<file path="src/rtl/ifu_fetch_ctrl_pkg.sv">
// Shared constants and types for the instruction-fetch controller.
package ifu_fetch_ctrl_pkg;

  // Machine word / address width of the core.
  localparam int DATA_WIDTH = 32;

  // Width of one instruction word returned by instruction memory.
  localparam int INST_WIDTH = 32;

  // Default first fetch address after reset.
  localparam logic [31:0] RESET_PC_DEFAULT = 32'h8000_0000;

  // Byte distance between sequential fetches.
  localparam int INST_BYTES = 4;

  // What happens to an instruction-memory response in a given cycle.
  typedef enum logic [1:0] {
    RSP_NONE = 2'd0,  // no response this cycle
    RSP_KEEP = 2'd1,  // correct-path response, goes to the output queue
    RSP_DROP = 2'd2   // wrong-path response, discarded
  } rsp_kind_e;

  // Occupancy counters need one bit more than the pointer width so that
  // a completely full structure (count == DEPTH) is representable.
  function automatic int cnt_width(input int depth);
    return $clog2(depth) + 1;
  endfunction

endpackage

</file>
<file path="src/rtl/ifu_fetch_ctrl_if.sv">
// Bundle of the fetch stage's memory, redirect and decode-side signals.
//
// Handshake semantics: a transfer happens on a rising clock edge where both
// valid and ready are high. valid never depends combinationally on ready.
// valid is not sticky here: the fetch stage may drop imem_req_valid or
// id_valid without a transfer (e.g. on a redirect), so the receiver must not
// assume a raised valid holds. imem_rsp_valid has no ready; every response
// is consumed in the cycle it is presented, in request order.
interface ifu_fetch_ctrl_if
  import ifu_fetch_ctrl_pkg::*;
#(
  parameter int ADDR_WIDTH = DATA_WIDTH,
  parameter int IW         = INST_WIDTH
);

  logic                  imem_req_valid;
  logic                  imem_req_ready;
  logic [ADDR_WIDTH-1:0] imem_req_addr;
  logic                  imem_rsp_valid;
  logic [IW-1:0]         imem_rsp_data;
  logic                  redirect_valid;
  logic [ADDR_WIDTH-1:0] redirect_pc;
  logic                  id_valid;
  logic                  id_ready;
  logic [ADDR_WIDTH-1:0] id_pc;
  logic [IW-1:0]         id_inst;
  logic                  drop_pending;

  // Fetch stage side.
  modport master (
    output imem_req_valid, imem_req_addr, id_valid, id_pc, id_inst, drop_pending,
    input  imem_req_ready, imem_rsp_valid, imem_rsp_data, redirect_valid,
           redirect_pc, id_ready
  );

  // Environment side (memory, EX, ID).
  modport slave (
    input  imem_req_valid, imem_req_addr, id_valid, id_pc, id_inst, drop_pending,
    output imem_req_ready, imem_rsp_valid, imem_rsp_data, redirect_valid,
           redirect_pc, id_ready
  );

endinterface

</file>
<file path="src/rtl/ifu_fetch_ctrl_fetch_fifo.sv">
// Small synchronous FIFO with flush; head is the registered oldest entry.
module ifu_fetch_ctrl_fetch_fifo #(
  parameter  int WIDTH = 32,
  parameter  int DEPTH = 4,
  localparam int AW    = $clog2(DEPTH),
  localparam int CW    = AW + 1
) (
  input  logic             clk,
  input  logic             rst_n,
  input  logic             push,
  input  logic [WIDTH-1:0] push_data,
  input  logic             pop,
  input  logic             flush,
  output logic [CW-1:0]    count,
  output logic [WIDTH-1:0] head
);

  localparam logic [CW-1:0] FULL_CNT = CW'(DEPTH);

  logic [WIDTH-1:0] mem_q [DEPTH];
  logic [WIDTH-1:0] mem_d [DEPTH];
  logic [AW-1:0]    wr_ptr_q, wr_ptr_d;
  logic [AW-1:0]    rd_ptr_q, rd_ptr_d;
  logic [CW-1:0]    count_q, count_d;

  // Next pointers, count and storage; flush wins over push/pop.
  always_comb begin
    mem_d    = mem_q;
    wr_ptr_d = wr_ptr_q;
    rd_ptr_d = rd_ptr_q;
    count_d  = count_q;
    if (flush) begin
      wr_ptr_d = '0;
      rd_ptr_d = '0;
      count_d  = '0;
    end else begin
      if (push) begin
        mem_d[wr_ptr_q] = push_data;
        wr_ptr_d        = wr_ptr_q + 1'b1;
      end
      if (pop) begin
        rd_ptr_d = rd_ptr_q + 1'b1;
      end
      case ({push, pop})
        2'b10:   count_d = count_q + 1'b1;
        2'b01:   count_d = count_q - 1'b1;
        default: count_d = count_q;
      endcase
    end
  end

  // Control state, cleared by reset.
  always_ff @(posedge clk) begin
    if (!rst_n) begin
      wr_ptr_q <= '0;
      rd_ptr_q <= '0;
      count_q  <= '0;
    end else begin
      wr_ptr_q <= wr_ptr_d;
      rd_ptr_q <= rd_ptr_d;
      count_q  <= count_d;
    end
  end

  // Payload storage; contents are meaningless while count is zero.
  always_ff @(posedge clk) begin
    mem_q <= mem_d;
  end

  assign count = count_q;
  assign head  = mem_q[rd_ptr_q];

  a_no_overflow : assert property (@(posedge clk) disable iff (!rst_n)
    !(push && !pop && !flush && count_q == FULL_CNT));

  a_no_underflow : assert property (@(posedge clk) disable iff (!rst_n)
    !(pop && !flush && count_q == '0));

endmodule

</file>
<file path="src/rtl/ifu_fetch_ctrl.sv">
// Fetch stage: owns the PC, issues in-order instruction-memory requests,
// queues returned instructions for decode and discards wrong-path responses
// that are still in flight after an EX redirect.
module ifu_fetch_ctrl
  import ifu_fetch_ctrl_pkg::*;
#(
  parameter int                    ADDR_WIDTH = DATA_WIDTH,
  parameter logic [ADDR_WIDTH-1:0] RESET_PC   = ADDR_WIDTH'(RESET_PC_DEFAULT),
  parameter int                    DEPTH      = 4
) (
  input logic               clk,
  input logic               rst_n,
  ifu_fetch_ctrl_if.master  bus
);

  localparam int            CW      = cnt_width(DEPTH);
  localparam int            OW      = ADDR_WIDTH + INST_WIDTH;
  localparam logic [CW:0]   DEPTH_C = (CW + 1)'(DEPTH);

  logic [ADDR_WIDTH-1:0] pc_q, pc_d;
  logic [CW-1:0]         inflight_q, inflight_d;
  logic [CW-1:0]         drop_q, drop_d;

  logic [CW-1:0]         pcq_count;
  logic [ADDR_WIDTH-1:0] pcq_head;
  logic [CW-1:0]         outq_count;
  logic [OW-1:0]         outq_head;

  logic [CW:0]           occupancy;
  logic                  credit_ok;
  logic                  req_valid;
  logic                  req_fire;
  logic                  id_valid;
  logic                  id_fire;
  logic                  has_head;
  rsp_kind_e             rsp_kind;

  // Issue credit and handshakes. Credit looks only at registered counts so a
  // slot freed by a pop this cycle is usable from the next cycle onwards.
  always_comb begin
    occupancy = {1'b0, inflight_q} + {1'b0, outq_count};
    credit_ok = occupancy < DEPTH_C;
    req_valid = rst_n && !bus.redirect_valid && credit_ok;
    req_fire  = req_valid && bus.imem_req_ready;
    id_valid  = rst_n && !bus.redirect_valid && (outq_count != '0);
    id_fire   = id_valid && bus.id_ready;
    has_head  = rst_n && (outq_count != '0);
  end

  // Classify this cycle's response: anything arriving under a redirect, or
  // while older wrong-path requests are outstanding, is thrown away.
  always_comb begin
    rsp_kind = RSP_NONE;
    if (bus.imem_rsp_valid) begin
      rsp_kind = (bus.redirect_valid || drop_q != '0) ? RSP_DROP : RSP_KEEP;
    end
  end

  // Next PC and counters. A redirect overrides everything: all requests still
  // outstanding after this cycle's response become wrong-path.
  always_comb begin
    pc_d       = pc_q;
    inflight_d = inflight_q;
    drop_d     = drop_q;
    if (bus.redirect_valid) begin
      pc_d       = {bus.redirect_pc[ADDR_WIDTH-1:2], 2'b00};
      inflight_d = inflight_q - CW'(bus.imem_rsp_valid);
      drop_d     = inflight_q - CW'(bus.imem_rsp_valid);
    end else begin
      if (req_fire) begin
        pc_d = pc_q + ADDR_WIDTH'(INST_BYTES);
      end
      case ({req_fire, bus.imem_rsp_valid})
        2'b10:   inflight_d = inflight_q + 1'b1;
        2'b01:   inflight_d = inflight_q - 1'b1;
        default: inflight_d = inflight_q;
      endcase
      if (rsp_kind == RSP_DROP) begin
        drop_d = drop_q - 1'b1;
      end
    end
  end

  // PC and counter registers.
  always_ff @(posedge clk) begin
    if (!rst_n) begin
      pc_q       <= RESET_PC;
      inflight_q <= '0;
      drop_q     <= '0;
    end else begin
      pc_q       <= pc_d;
      inflight_q <= inflight_d;
      drop_q     <= drop_d;
    end
  end

  // PCs of correct-path requests still waiting for their response.
  ifu_fetch_ctrl_fetch_fifo #(
    .WIDTH (ADDR_WIDTH),
    .DEPTH (DEPTH)
  ) u_pc_fifo (
    .clk       (clk),
    .rst_n     (rst_n),
    .push      (req_fire),
    .push_data (pc_q),
    .pop       (rsp_kind == RSP_KEEP),
    .flush     (bus.redirect_valid),
    .count     (pcq_count),
    .head      (pcq_head)
  );

  // Returned {pc, instruction} pairs waiting for decode.
  ifu_fetch_ctrl_fetch_fifo #(
    .WIDTH (OW),
    .DEPTH (DEPTH)
  ) u_out_fifo (
    .clk       (clk),
    .rst_n     (rst_n),
    .push      (rsp_kind == RSP_KEEP),
    .push_data ({pcq_head, bus.imem_rsp_data}),
    .pop       (id_fire),
    .flush     (bus.redirect_valid),
    .count     (outq_count),
    .head      (outq_head)
  );

  assign bus.imem_req_valid = req_valid;
  assign bus.imem_req_addr  = pc_q;
  assign bus.id_valid       = id_valid;
  assign bus.id_pc          = has_head ? outq_head[OW-1:INST_WIDTH] : '0;
  assign bus.id_inst        = has_head ? outq_head[INST_WIDTH-1:0] : '0;
  assign bus.drop_pending   = rst_n && (drop_q != '0);

  // Every correct-path in-flight request has exactly one PC queue entry.
  a_pcq_tracks_inflight : assert property (@(posedge clk) disable iff (!rst_n)
    pcq_count == inflight_q - drop_q);

  a_rsp_has_request : assert property (@(posedge clk) disable iff (!rst_n)
    bus.imem_rsp_valid |-> inflight_q != '0);

endmodule

</file>
<file path="src/flat_wrapper.sv">
// flat-port wrapper written by rule: the top's interface ports become plain ports
module ifu_fetch_ctrl_flat import ifu_fetch_ctrl_pkg::*;
#(
  parameter int                    ADDR_WIDTH = DATA_WIDTH,
  parameter logic [ADDR_WIDTH-1:0] RESET_PC   = ADDR_WIDTH'(RESET_PC_DEFAULT),
  parameter int                    DEPTH      = 4
)
  (clk, rst_n, bus_imem_req_valid, bus_imem_req_addr, bus_id_valid, bus_id_pc, bus_id_inst, bus_drop_pending, bus_imem_req_ready, bus_imem_rsp_valid, bus_imem_rsp_data, bus_redirect_valid, bus_redirect_pc, bus_id_ready);
  ifu_fetch_ctrl_if #(.ADDR_WIDTH(ADDR_WIDTH)) bus_i ();
  input logic clk;
  input logic rst_n;
  output wire logic [$bits(bus_i.imem_req_valid)-1:0] bus_imem_req_valid;
  output wire logic [$bits(bus_i.imem_req_addr)-1:0] bus_imem_req_addr;
  output wire logic [$bits(bus_i.id_valid)-1:0] bus_id_valid;
  output wire logic [$bits(bus_i.id_pc)-1:0] bus_id_pc;
  output wire logic [$bits(bus_i.id_inst)-1:0] bus_id_inst;
  output wire logic [$bits(bus_i.drop_pending)-1:0] bus_drop_pending;
  input wire logic [$bits(bus_i.imem_req_ready)-1:0] bus_imem_req_ready;
  input wire logic [$bits(bus_i.imem_rsp_valid)-1:0] bus_imem_rsp_valid;
  input wire logic [$bits(bus_i.imem_rsp_data)-1:0] bus_imem_rsp_data;
  input wire logic [$bits(bus_i.redirect_valid)-1:0] bus_redirect_valid;
  input wire logic [$bits(bus_i.redirect_pc)-1:0] bus_redirect_pc;
  input wire logic [$bits(bus_i.id_ready)-1:0] bus_id_ready;
  assign bus_imem_req_valid = bus_i.imem_req_valid;
  assign bus_imem_req_addr = bus_i.imem_req_addr;
  assign bus_id_valid = bus_i.id_valid;
  assign bus_id_pc = bus_i.id_pc;
  assign bus_id_inst = bus_i.id_inst;
  assign bus_drop_pending = bus_i.drop_pending;
  assign bus_i.imem_req_ready = bus_imem_req_ready;
  assign bus_i.imem_rsp_valid = bus_imem_rsp_valid;
  assign bus_i.imem_rsp_data = bus_imem_rsp_data;
  assign bus_i.redirect_valid = bus_redirect_valid;
  assign bus_i.redirect_pc = bus_redirect_pc;
  assign bus_i.id_ready = bus_id_ready;
  ifu_fetch_ctrl #(.ADDR_WIDTH(ADDR_WIDTH), .RESET_PC(RESET_PC), .DEPTH(DEPTH)) u_core (.clk(clk), .rst_n(rst_n), .bus(bus_i));
endmodule
</file>
<file path="config.mk">
export PLATFORM = sky130hd
export DESIGN_NAME = ifu_fetch_ctrl_flat
export DESIGN_NICKNAME = d
export VERILOG_FILES = /design/src/rtl/ifu_fetch_ctrl_pkg.sv /design/src/rtl/ifu_fetch_ctrl_if.sv /design/src/rtl/ifu_fetch_ctrl_fetch_fifo.sv /design/src/rtl/ifu_fetch_ctrl.sv /design/src/flat_wrapper.sv
export SDC_FILE = /design/constraint.sdc
export NUM_CORES = 1
export LEC_CHECK = 0
export CAP_MARGIN = 20
export CELL_PAD_IN_SITES_DETAIL_PLACEMENT = 0
export CELL_PAD_IN_SITES_GLOBAL_PLACEMENT = 2
export CORE_UTILIZATION = 35
export DETAILED_ROUTE_END_ITERATION = 10
export GPL_ROUTABILITY_DRIVEN = 0
export GPL_TIMING_DRIVEN = 0
export PLACE_DENSITY_LB_ADDON = 0.1
export SETUP_SLACK_MARGIN = 0.15
export SLEW_MARGIN = 25
export SYNTH_ARGS = -nofsm -noshare
export SYNTH_HDL_FRONTEND = slang
export SYNTH_SLANG_ARGS = --single-unit
</file>
<file path="constraint.sdc">
create_clock -name clk -period 5.15 [get_ports clk]
set_input_delay 0.7725 -clock clk [delete_from_list [all_inputs] [get_ports clk]]
set_output_delay 0.7725 -clock clk [all_outputs]
set_load 0.03 [all_outputs]
</file>
==> impl_metrics.yaml, run 1 <==
yosys:
  yosys_register_bits: 415
  synth_top_flop_cell: "edfxtp_1"
  ys_top_cells_by_area: "edfxtp_1, mux4_2, dfxtp_1, nor2b_1, ha_1"
  async_flop_share: 0
  yosysSeqAreaShare: 0.727
  ys_types: 53
  synth_edf_count: 368
  syn-cell-area_sq_um: 16500
  yosys.area.top_type: "edfxtp_1"
  synth_area_per_cell_sq_um: 18.2
  ys_warn_count: 0
  syn_inst: 905
  synth_top_area_frac: 0.670
place:
  detailed_place_hpwl_um: 25000
  dpl_cell_area_sq_um: 19100
  io_buffers: 161
final_layout:
  nFillCells: 4129
  multi_input_area_sq_um: 4240
  ff_latch_area_sq_um: 12000
  mostFrequentLayoutCells: "edfxtp_1, clkdlybuf4s50_1, mux4_2, nor2b_1"
  drive_above_1_share: 0.163
  finalNetCount: 1214
  finalInstanceArea_sq_um: 20400
  area_growth_pct: 24.0
  final_common_cell: "edfxtp_1"
global_routing:
  grt_pass1_wl_um: 56900
  grt.overflow.total: 0
  grt_pass1_vias: 9088
  track_usage: 0.162
  antenna_found_initial: 0
  grt_max_degree: 42
timing:
  min_period_ns: 4.14
  drv_slew: 0
  hold_viol_final: 0
  fmax_mhz: 242
  worst_pin_slew_ns: 0.921
  rsz0062_at_grt: "no"
  slew_headroom: 0.386
  finalClockSkew_ns: 0.0283
  period_share: 0.803
  finalSetupViolCount: 0
power_and_ir_drop:
  internal-power_mw: 5.64
  pwr-share-comb: 0.058
  power.share.clock: 0.417
  leakagePower_nw: 6.35
  power.density_nw_per_um2: 353
  ir_drop_mv: 0.216
  pwr-share-seq: 0.526
  power.switching_mw: 1.58
  switching_share: 0.218
  finalPower_mw: 7.22
critical_path:
  path_class: "input port to output pin"
  crit_start: "rst_n"
  worstPathRequired_ns: 4.38
  cp_cell_sequence: "clkdlybuf4s50_1 > clkbuf_1 > o31ai_4 > buf_6 > clkbuf_1 > nor2b_1 > clkdlybuf4s50_1"
  cp_max_fo: 10
  cpMaxStageDelayCell: "clkdlybuf4s50_1"
  end_kind: "output pin"
  path_buf_inv: 5
  crit_arrival_ns: 3.36
  slowest_delay_ns: 0.74
  critical_path.top_delay_family: "buffers and inverters"
  worstReg2RegStart: "u_core.u_out_fifo.count[2]$_SDFFE_PP0P_"
  cp-start-kind: "input port"
clocking:
  worstSkewPairLatency_ns: 0.57
  cts.repair.resized: 0
  cts_root_buf: "clkbuf_16"
  numCtsBuffers: 46
  clk_path_buf_depth: 3
  cts_tree: "yes"
  postCtsSetupRepairBufs: 0
  h-tree-depth: 2
  clock_sinks: 415
  clk_pin_slew_worst_paths_ns: 0.06
  cts_hold_buf: 0
routing:
  highest_layer: "met4"
  wl_um: 38200
  drtIter0Drc: 532
  vias_per_cell: 4.94
  wire_per_inst_um: 21.6
  route.met3.wl_um: 1680
  met2_length_um: 18200
  drtPass1Iterations: 4
  drtAntennaViolNets: 0
  drc: 0
  m1WireLength_um: 17600
  dr_total_vias: 8729
job:
  drv_cap: 0
die:
  io-pin-count: 169
  core_area_sq_um: 46600
  fp.dieH_um: 219
  rows: 79
  die_area_sq_um: 48000
  die_x_um: 219
  start_util: 0.354
worst_hold_path:
  holdCritStartpoint: "u_core.u_pc_fifo.wr_ptr_q[1]$_SDFFE_PP0P_"
  worstHoldPathType: "flip-flop to flip-flop"
outcome:
  outcome: "finished, final reports clean"
-- registers in the layout, summed over array words and instances (netlist names) --
register and cells:
u_core.inflight_q 3, u_core.bus.imem_req_addr 30, u_core.u_pc_fifo.rd_ptr_q 2, u_core.drop_q 3, u_core.u_pc_fifo.wr_ptr_q 2, u_core.u_out_fifo.rd_ptr_q 2, u_core.u_out_fifo.count 3, u_core.u_out_fifo.wr_ptr_q 2
u_core.u_out_fifo.mem_q 248, u_core.u_pc_fifo.mem_q 120
-- worst register-to-register path, cell delays in order (launching register included) --
cell	delay, ns
dfxtp_1	0.41
ha_1	0.28
nor4b_1	0.61
and3_1	0.23
buf_2	0.24
clkbuf_1	0.44
and2_2	0.50
buf_12	0.23
-- power groups by stage --
stage          Combinational, mW  Clock [mW]  Sequential (mW)
2_1_floorplan              0.204           0             3.87
3_3_place_gp               0.413           0             3.87
3_5_place_dp               0.423           0             3.87
4_1_cts                    0.424        3.09             3.80
5_1_grt                    0.452        3.22             3.80
6_report                   0.416        3.01             3.80
-- through the flow --
step,std cells,setup slack (ns),util,hold WS (ns),TNS (ns)
after detailed placement,1685,0.914,0.410,0.494,0
final,1767,1.01,0.439,0.498,0
after floorplan,908,1.71,-,0.467,0
after global placement,1676,-0.585,0.405,0.491,-133.76
after global routing,1766,0.734,0.439,0.523,0
after CTS,1766,0.851,0.439,0.502,0
-- final timing paths --
kind | to | slack (ns) | cells after the start
min | u_core.u_pc_fifo.wr_ptr_q[1]$_SDFFE_PP0P_ | 0.50 | 2
min reg2reg | u_core.u_pc_fifo.wr_ptr_q[1]$_SDFFE_PP0P_ | 0.50 | 2
max | bus_id_pc[26] | 1.01 | 7
max reg2reg | u_core.u_pc_fifo.mem_q[4]$_DFFE_PP_ | 1.87 | 7
-- layout make-up --
cell class                      instances  area share
Antenna cell                            1    0.000122
Buffer                                 52      0.0110
Clock buffer                           58      0.0595
Clock inverter                         23     0.00685
Inverter                               20     0.00367
Multi-Input combinational cell        421       0.207
Sequential cell                       415       0.586
Tap cell                              607      0.0371
Timing Repair Buffer                  170      0.0879
-- kinds of logic after synthesis --
kind of cell | Yosys count | synth area share
adders and majority gates | 18 | 0.0146
other | 1 | 0.000227
and+or+nand+nor | 203 | 0.0687
DFF | 415 | 0.727
muxes | 98 | 0.129
xor gates and xnor gates | 21 | 0.0112
AOI/OAI and AO/OA | 77 | 0.0307
buffers and inverters | 72 | 0.0181
-- per-layer routing --
layer | track usage | vias to the layer above
met5 | 0 | -
met4 | 0.0438 | 0
met3 | 0.0324 | 55
met2 | 0.261 | 178
met1 | 0.224 | 4462
li1 | - | 4034
-- cell usage after synthesis (4+ instances only) --
cell type  number
edfxtp_1      368
mux4_2         92
nor2b_1        64
dfxtp_1        47
nand2_1        35
clkbuf_1       31
nand3_1        25
a21oi_1        23
nor2_1         22
inv_1          19
ha_1           16
o21ai_0        15
xnor2_1        14
and2_1         12
buf_2           9
buf_1           7
nor3_1          7
nor4_1          7
o311ai_0        7
or4_1           7
xor2_1          7
a31oi_1         6
nand4_1         6
mux2i_1         5
and4_1          4
buf_4           4
o211a_1         4
o211ai_1        4
No activity file was read; power rests on OpenSTA's default activity.
==> run 2: changes to the inputs <==
- clock period: 5.15 -> 3.9 ns (I/O delays scaled with it)
==> run 2 against run 1 <==
Net effect:
- worst hold slack is essentially flat
- sequential power grew 32%
- clock power grew 32%
- register-to-register slack lost 1.2 ns
- largest cell class unchanged
- final cell count is the same
- non-clock buffer count is the same
- combinational power grew 32%
- setup slack lost 0.67 ns
- clock skew shrank 0.0024 ns
- sequential share of layout area shrank 0.068 points
==> impl_metrics.yaml, run 2 (synthesis results as in run 1) <==
final_layout:
  finalInstanceArea_sq_um: 20500
  final_common_cell: "edfxtp_1"
  largest_reg_flops: 248
  regMostFlops: "u_core.u_out_fifo.mem_q"
  area_growth_pct: 24.2
  finalNetCount: 1214
  ff_latch_area_sq_um: 12000
  fin_util: 0.440
  drive_above_1_share: 0.171
  mostFrequentLayoutCells: "edfxtp_1, clkdlybuf4s50_1, mux4_2, nor2b_1"
  nFillCells: 4126
  multi_input_area_sq_um: 4240
routing:
  drtAntennaViolNets: 0
  wire_per_inst_um: 21.6
  drtIter0Drc: 560
  wl_um: 38200
  drc: 0
  vias_per_cell: 4.96
  drtPass1Iterations: 4
  dr_total_vias: 8756
die:
  core_area_sq_um: 46600
  rows: 79
  io-pin-count: 169
  die_x_um: 219
  start_util: 0.354
  die_area_sq_um: 48000
  fp.dieH_um: 219
global_routing:
  grt.overflow.total: 0
  grt_pass1_wl_um: 56900
  antenna_found_initial: 0
  grt_pass1_vias: 9088
  grt_max_degree: 42
  track_usage: 0.162
timing:
  drv_slew: 0
  setup_ws_ns: 0.347
  slew_headroom: 0.396
  finalSetupViolCount: 0
  hold_viol_final: 0
  min_period_ns: 3.55
  fin_setup_tns_ns: 0
  rsz0062_at_grt: "no"
  finalClockSkew_ns: 0.0259
  period_share: 0.911
  worst_pin_slew_ns: 0.906
  fmax_mhz: 281
clocking:
  clk_pin_slew_worst_paths_ns: 0.06
  clock_sinks: 415
  cts_root_buf: "clkbuf_16"
  cts_tree: "yes"
  cts_hold_buf: 0
  worstSkewPairLatency_ns: 0.57
  clk_path_buf_depth: 3
  numCtsBuffers: 46
  postCtsSetupRepairBufs: 0
  h-tree-depth: 2
place:
  preCtsSetupSlack_ns: 0.0394
  detailed_place_hpwl_um: 25000
  dpl_cell_area_sq_um: 19100
  io_buffers: 161
power_and_ir_drop:
  ir_drop_mv: 0.287
  finalPower_mw: 9.53
  power.density_nw_per_um2: 465
  leakagePower_nw: 6.37
critical_path:
  cp_max_fo: 10
  path_class: "input port to output pin"
  worstPathRequired_ns: 3.31
  crit_arrival_ns: 2.97
  end_kind: "output pin"
  cp-start-kind: "input port"
job:
  drv_cap: 0
outcome:
  outcome: "finished, final reports clean"
worst_hold_path:
  worstHoldPathType: "flip-flop to flip-flop"
run 2: cell count changes in the layout (fill, tap and decap cells not counted):
cell	before	now
clkbuf_1	42	34
buf_2	9	5
clkbuf_2	2	10
clkbuf_4	0	5
buf_1	6	5
run 2: cell type report:
type	instances	area share
Sequential cell	415	0.586
Multi-Input combinational cell	421	0.207
Timing Repair Buffer	170	0.0878
Clock buffer	58	0.0595
Tap cell	607	0.0371
Buffer	52	0.0121
Clock inverter	23	0.00685
Inverter	20	0.00367
Antenna cell	1	0.000122
run 2: worst max-delay path, cell delays in order:
cell and delay [ns]:
clkdlybuf4s50_1 0.50, clkbuf_2 0.26, o31ai_4 0.12, buf_6 0.18, clkbuf_1 0.31, nor2b_1 0.26
clkdlybuf4s50_1 0.74
run 2: final timing paths:
check	from	to	slack (ns)	depth (start not counted)
worst max register to register	u_core.u_out_fifo.count[2]$_SDFFE_PP0P_	u_core.u_pc_fifo.mem_q[4]$_DFFE_PP_	0.63	7
worst min-delay path	u_core.u_pc_fifo.wr_ptr_q[1]$_SDFFE_PP0P_	u_core.u_pc_fifo.wr_ptr_q[1]$_SDFFE_PP0P_	0.50	2
worst min register to register	u_core.u_pc_fifo.wr_ptr_q[1]$_SDFFE_PP0P_	u_core.u_pc_fifo.wr_ptr_q[1]$_SDFFE_PP0P_	0.50	2
worst max-delay path	rst_n	bus_id_pc[26]	0.35	7
run 2: through the flow:
step	hold WS [ns]	instances
after global routing	0.523	1766
final	0.498	1767
after detailed placement	0.494	1685
after global placement	0.491	1676
after CTS	0.502	1766
after floorplan	0.467	908
run 2: power by group:
group	internal (mW)	switching [mW]	total, mW
combinational	0.250	0.301	0.551
clock	2.27	1.70	3.96
sequential	4.93	0.0781	5.01
total	7.45	2.08	9.53
run 2: timing repair:
item,4_1_cts,5_1_grt
endpoints found under the hold margin,0,0
setup endpoints to repair,60,38
gates resized for setup,8,7
run 2: layer usage:
| metal | up-vias | GRT usage | routed length [um] |
|---|---|---|---|
| met5 | - | 0 | 0 |
| met3 | 55 | 0.0324 | 1690 |
| met2 | 195 | 0.261 | 18100 |
| met4 | 0 | 0.0438 | 758 |
| met1 | 4469 | 0.224 | 17600 |
| li1 | 4037 | - | - |
==> run 3: changes to the inputs <==
- CORE_UTILIZATION: 35 -> 30
- HOLD_SLACK_MARGIN: not set -> 0.05
==> run 3 against run 2 <==
Net effect:
- utilization shrank 5.6 points
- first-iteration DRC count shrank 16%
- global-route usage shrank 1.7 points
- worst hold slack gained 0.0074 ns
- highest routed layer unchanged
==> impl_metrics.yaml, run 3 (synthesis results as in run 1) <==
outcome:
  outcome: "finished, final reports clean"
critical_path:
  worstPathRequired_ns: 3.31
  path_buf_inv: 5
  slowest_delay_ns: 0.74
  end_kind: "output pin"
  cp-start-kind: "input port"
  worstReg2RegStart: "u_core.inflight_q[2]$_SDFFE_PN0P_"
  cpMaxStageDelayCell: "clkdlybuf4s50_1"
  critPathCapture: "bus_id_pc[26]"
  ff2ff_setup_slack_ns: 0.50
  r2r_end: "u_core.u_pc_fifo.mem_q[121]$_DFFE_PP_"
  critical_path.top_delay_family: "buffers and inverters"
  r2r_cells: 7
  path_class: "input port to output pin"
  crit_arrival_ns: 3.03
  cp_cell_sequence: "clkdlybuf4s50_1 > clkbuf_2 > o31ai_4 > buf_8 > clkbuf_1 > nor2b_1 > clkdlybuf4s50_1"
  crit_path_frequent_cell: "clkdlybuf4s50_1"
  cp_max_fo: 10
  crit_start: "rst_n"
  cp_num_cells: 7
clocking:
  worstSkewPairLatency_ns: 0.58
  clk_pin_slew_worst_paths_ns: 0.06
  postCtsSetupRepairBufs: 0
  clk_path_buf_depth: 3
  cts_root_buf: "clkbuf_16"
  clock_sinks: 415
  cts_tree: "yes"
  numCtsBuffers: 46
  h-tree-depth: 2
final_layout:
  largest_reg_flops: 248
  drive_above_1_share: 0.169
  area_growth_pct: 25.6
  fin_cells: 1857
  final_common_cell: "edfxtp_1"
  regMostFlops: "u_core.u_out_fifo.mem_q"
  multi_input_area_sq_um: 4240
  mostFrequentLayoutCells: "edfxtp_1, clkdlybuf4s50_1, mux4_2, nor2b_1, dfxtp_1"
  diodes: 0
  finalInstanceArea_sq_um: 20700
  ff_latch_area_sq_um: 12000
  nFillCells: 5035
  finalNetCount: 1215
routing:
  drc: 0
  drtIter0Drc: 471
  wl_um: 39700
  vias_per_cell: 4.72
  drtAntennaViolNets: 0
  wire_per_inst_um: 21.4
  dr_total_vias: 8759
  drtPass1Iterations: 4
timing:
  worst_pin_slew_ns: 0.895
  slew_headroom: 0.403
  finalSetupViolCount: 0
  fmax_mhz: 277
  hold_viol_final: 0
  rsz0062_at_grt: "no"
  drv_slew: 0
  finalClockSkew_ns: 0.0213
  period_share: 0.926
  setup_ws_ns: 0.289
  min_period_ns: 3.61
worst_hold_path:
  holdCritStartpoint: "u_core.u_pc_fifo.wr_ptr_q[1]$_SDFFE_PP0P_"
  worstHoldPathType: "flip-flop to flip-flop"
place:
  detailed_place_hpwl_um: 26400
  dpl_cell_area_sq_um: 19300
  dp_cells: 1775
  io_buffers: 161
  preCtsSetupSlack_ns: -0.0589
global_routing:
  use_met2: 0.238
  grt_max_degree: 40
  grt_pass1_wl_um: 60100
  grt_pass1_vias: 9277
  busiest_layer: "met2"
  grt.overflow.total: 0
  antenna_found_initial: 0
  grt_use_met3: 0.0290
  track_usage: 0.145
  grtUsageMet1: 0.197
die:
  io-pin-count: 169
  fp.dieH_um: 236
  start_util: 0.305
  die_x_um: 236
  core_area_sq_um: 54000
  rows: 85
  die_area_sq_um: 55900
power_and_ir_drop:
  ir_drop_mv: 0.320
  power.density_nw_per_um2: 469
  leakagePower_nw: 6.42
job:
  drv_cap: 0
-- run 3: cell count changes in the layout (fill, tap and decap cells not counted), sizes merged --
cell | previous run | this run
buf | 23 | 24
bufinv | 1 | 4
clkbuf | 96 | 97
clkinv | 19 | 17
clkinvlp | 2 | 1
diode | 1 | 0
-- run 3: what timing repair did --
action	CTS	global route
resized for setup	8	6
hold buffers	0	0
pin swaps	0	0
setup endpoints to repair	60	52
cloned	0	0
-- run 3: worst reg2reg max path, cell delays in order, from the launching register on --
cell	delay, ns
dfxtp_1	0.42
ha_1	0.28
nor4b_1	0.56
and3_1	0.23
buf_2	0.27
clkbuf_1	0.50
and2_2	0.59
buf_16	0.23
-- run 3: how the worst min path moves through the flow --
stage | end | slack [ns] | depth (start not counted)
2_1_floorplan | u_core.u_pc_fifo.wr_ptr_q[1]$_SDFFE_PP0P_ | 0.47 | 2
3_3_place_gp | u_core.u_pc_fifo.wr_ptr_q[1]$_SDFFE_PP0P_ | 0.49 | 2
3_5_place_dp | u_core.u_pc_fifo.wr_ptr_q[1]$_SDFFE_PP0P_ | 0.50 | 2
4_1_cts | u_core.u_pc_fifo.wr_ptr_q[1]$_SDFFE_PP0P_ | 0.51 | 2
5_1_grt | u_core.u_pc_fifo.wr_ptr_q[1]$_SDFFE_PP0P_ | 0.53 | 2
6_report | u_core.u_pc_fifo.wr_ptr_q[1]$_SDFFE_PP0P_ | 0.51 | 2
-- run 3: power breakdown --
group | switching, mW | leakage [nW] | internal, mW
Combinational | 0.302 | 2.00 | 0.251
Sequential | 0.0811 | 3.73 | 4.94
Clock | 1.70 | 0.694 | 2.45
Total | 2.08 | 6.42 | 7.63
-- run 3: area by class of cell --
class                   count  area share
flip-flops and latches    415       0.579
well taps                 696      0.0420
plain buffers              52      0.0120
inverters                  20     0.00362
clock inverters            23      0.0108
clock buffers              59      0.0584
multi-input cells         421       0.205
repair buffers            171      0.0894
-- run 3: through the flow --
step / power [mW] / setup TNS, ns / hold WS (ns) / utilization
finish: 9.72 / 0 / 0.505 / 0.383
global route: 10.1 / 0 / 0.533 / 0.383
CTS: 9.89 / 0 / 0.508 / 0.383
detailed placement: 5.68 / -0.110 / 0.501 / 0.356
global placement: 5.67 / -558.22 / 0.492 / 0.351
floorplan: 5.38 / 0 / 0.467 / -
-- run 3: metal layers --
metal  vias up  share of wire
met5         -              0
met4         0          0.015
li1       4057              -
met1      4446           0.46
met2       209           0.48
met3        47          0.043
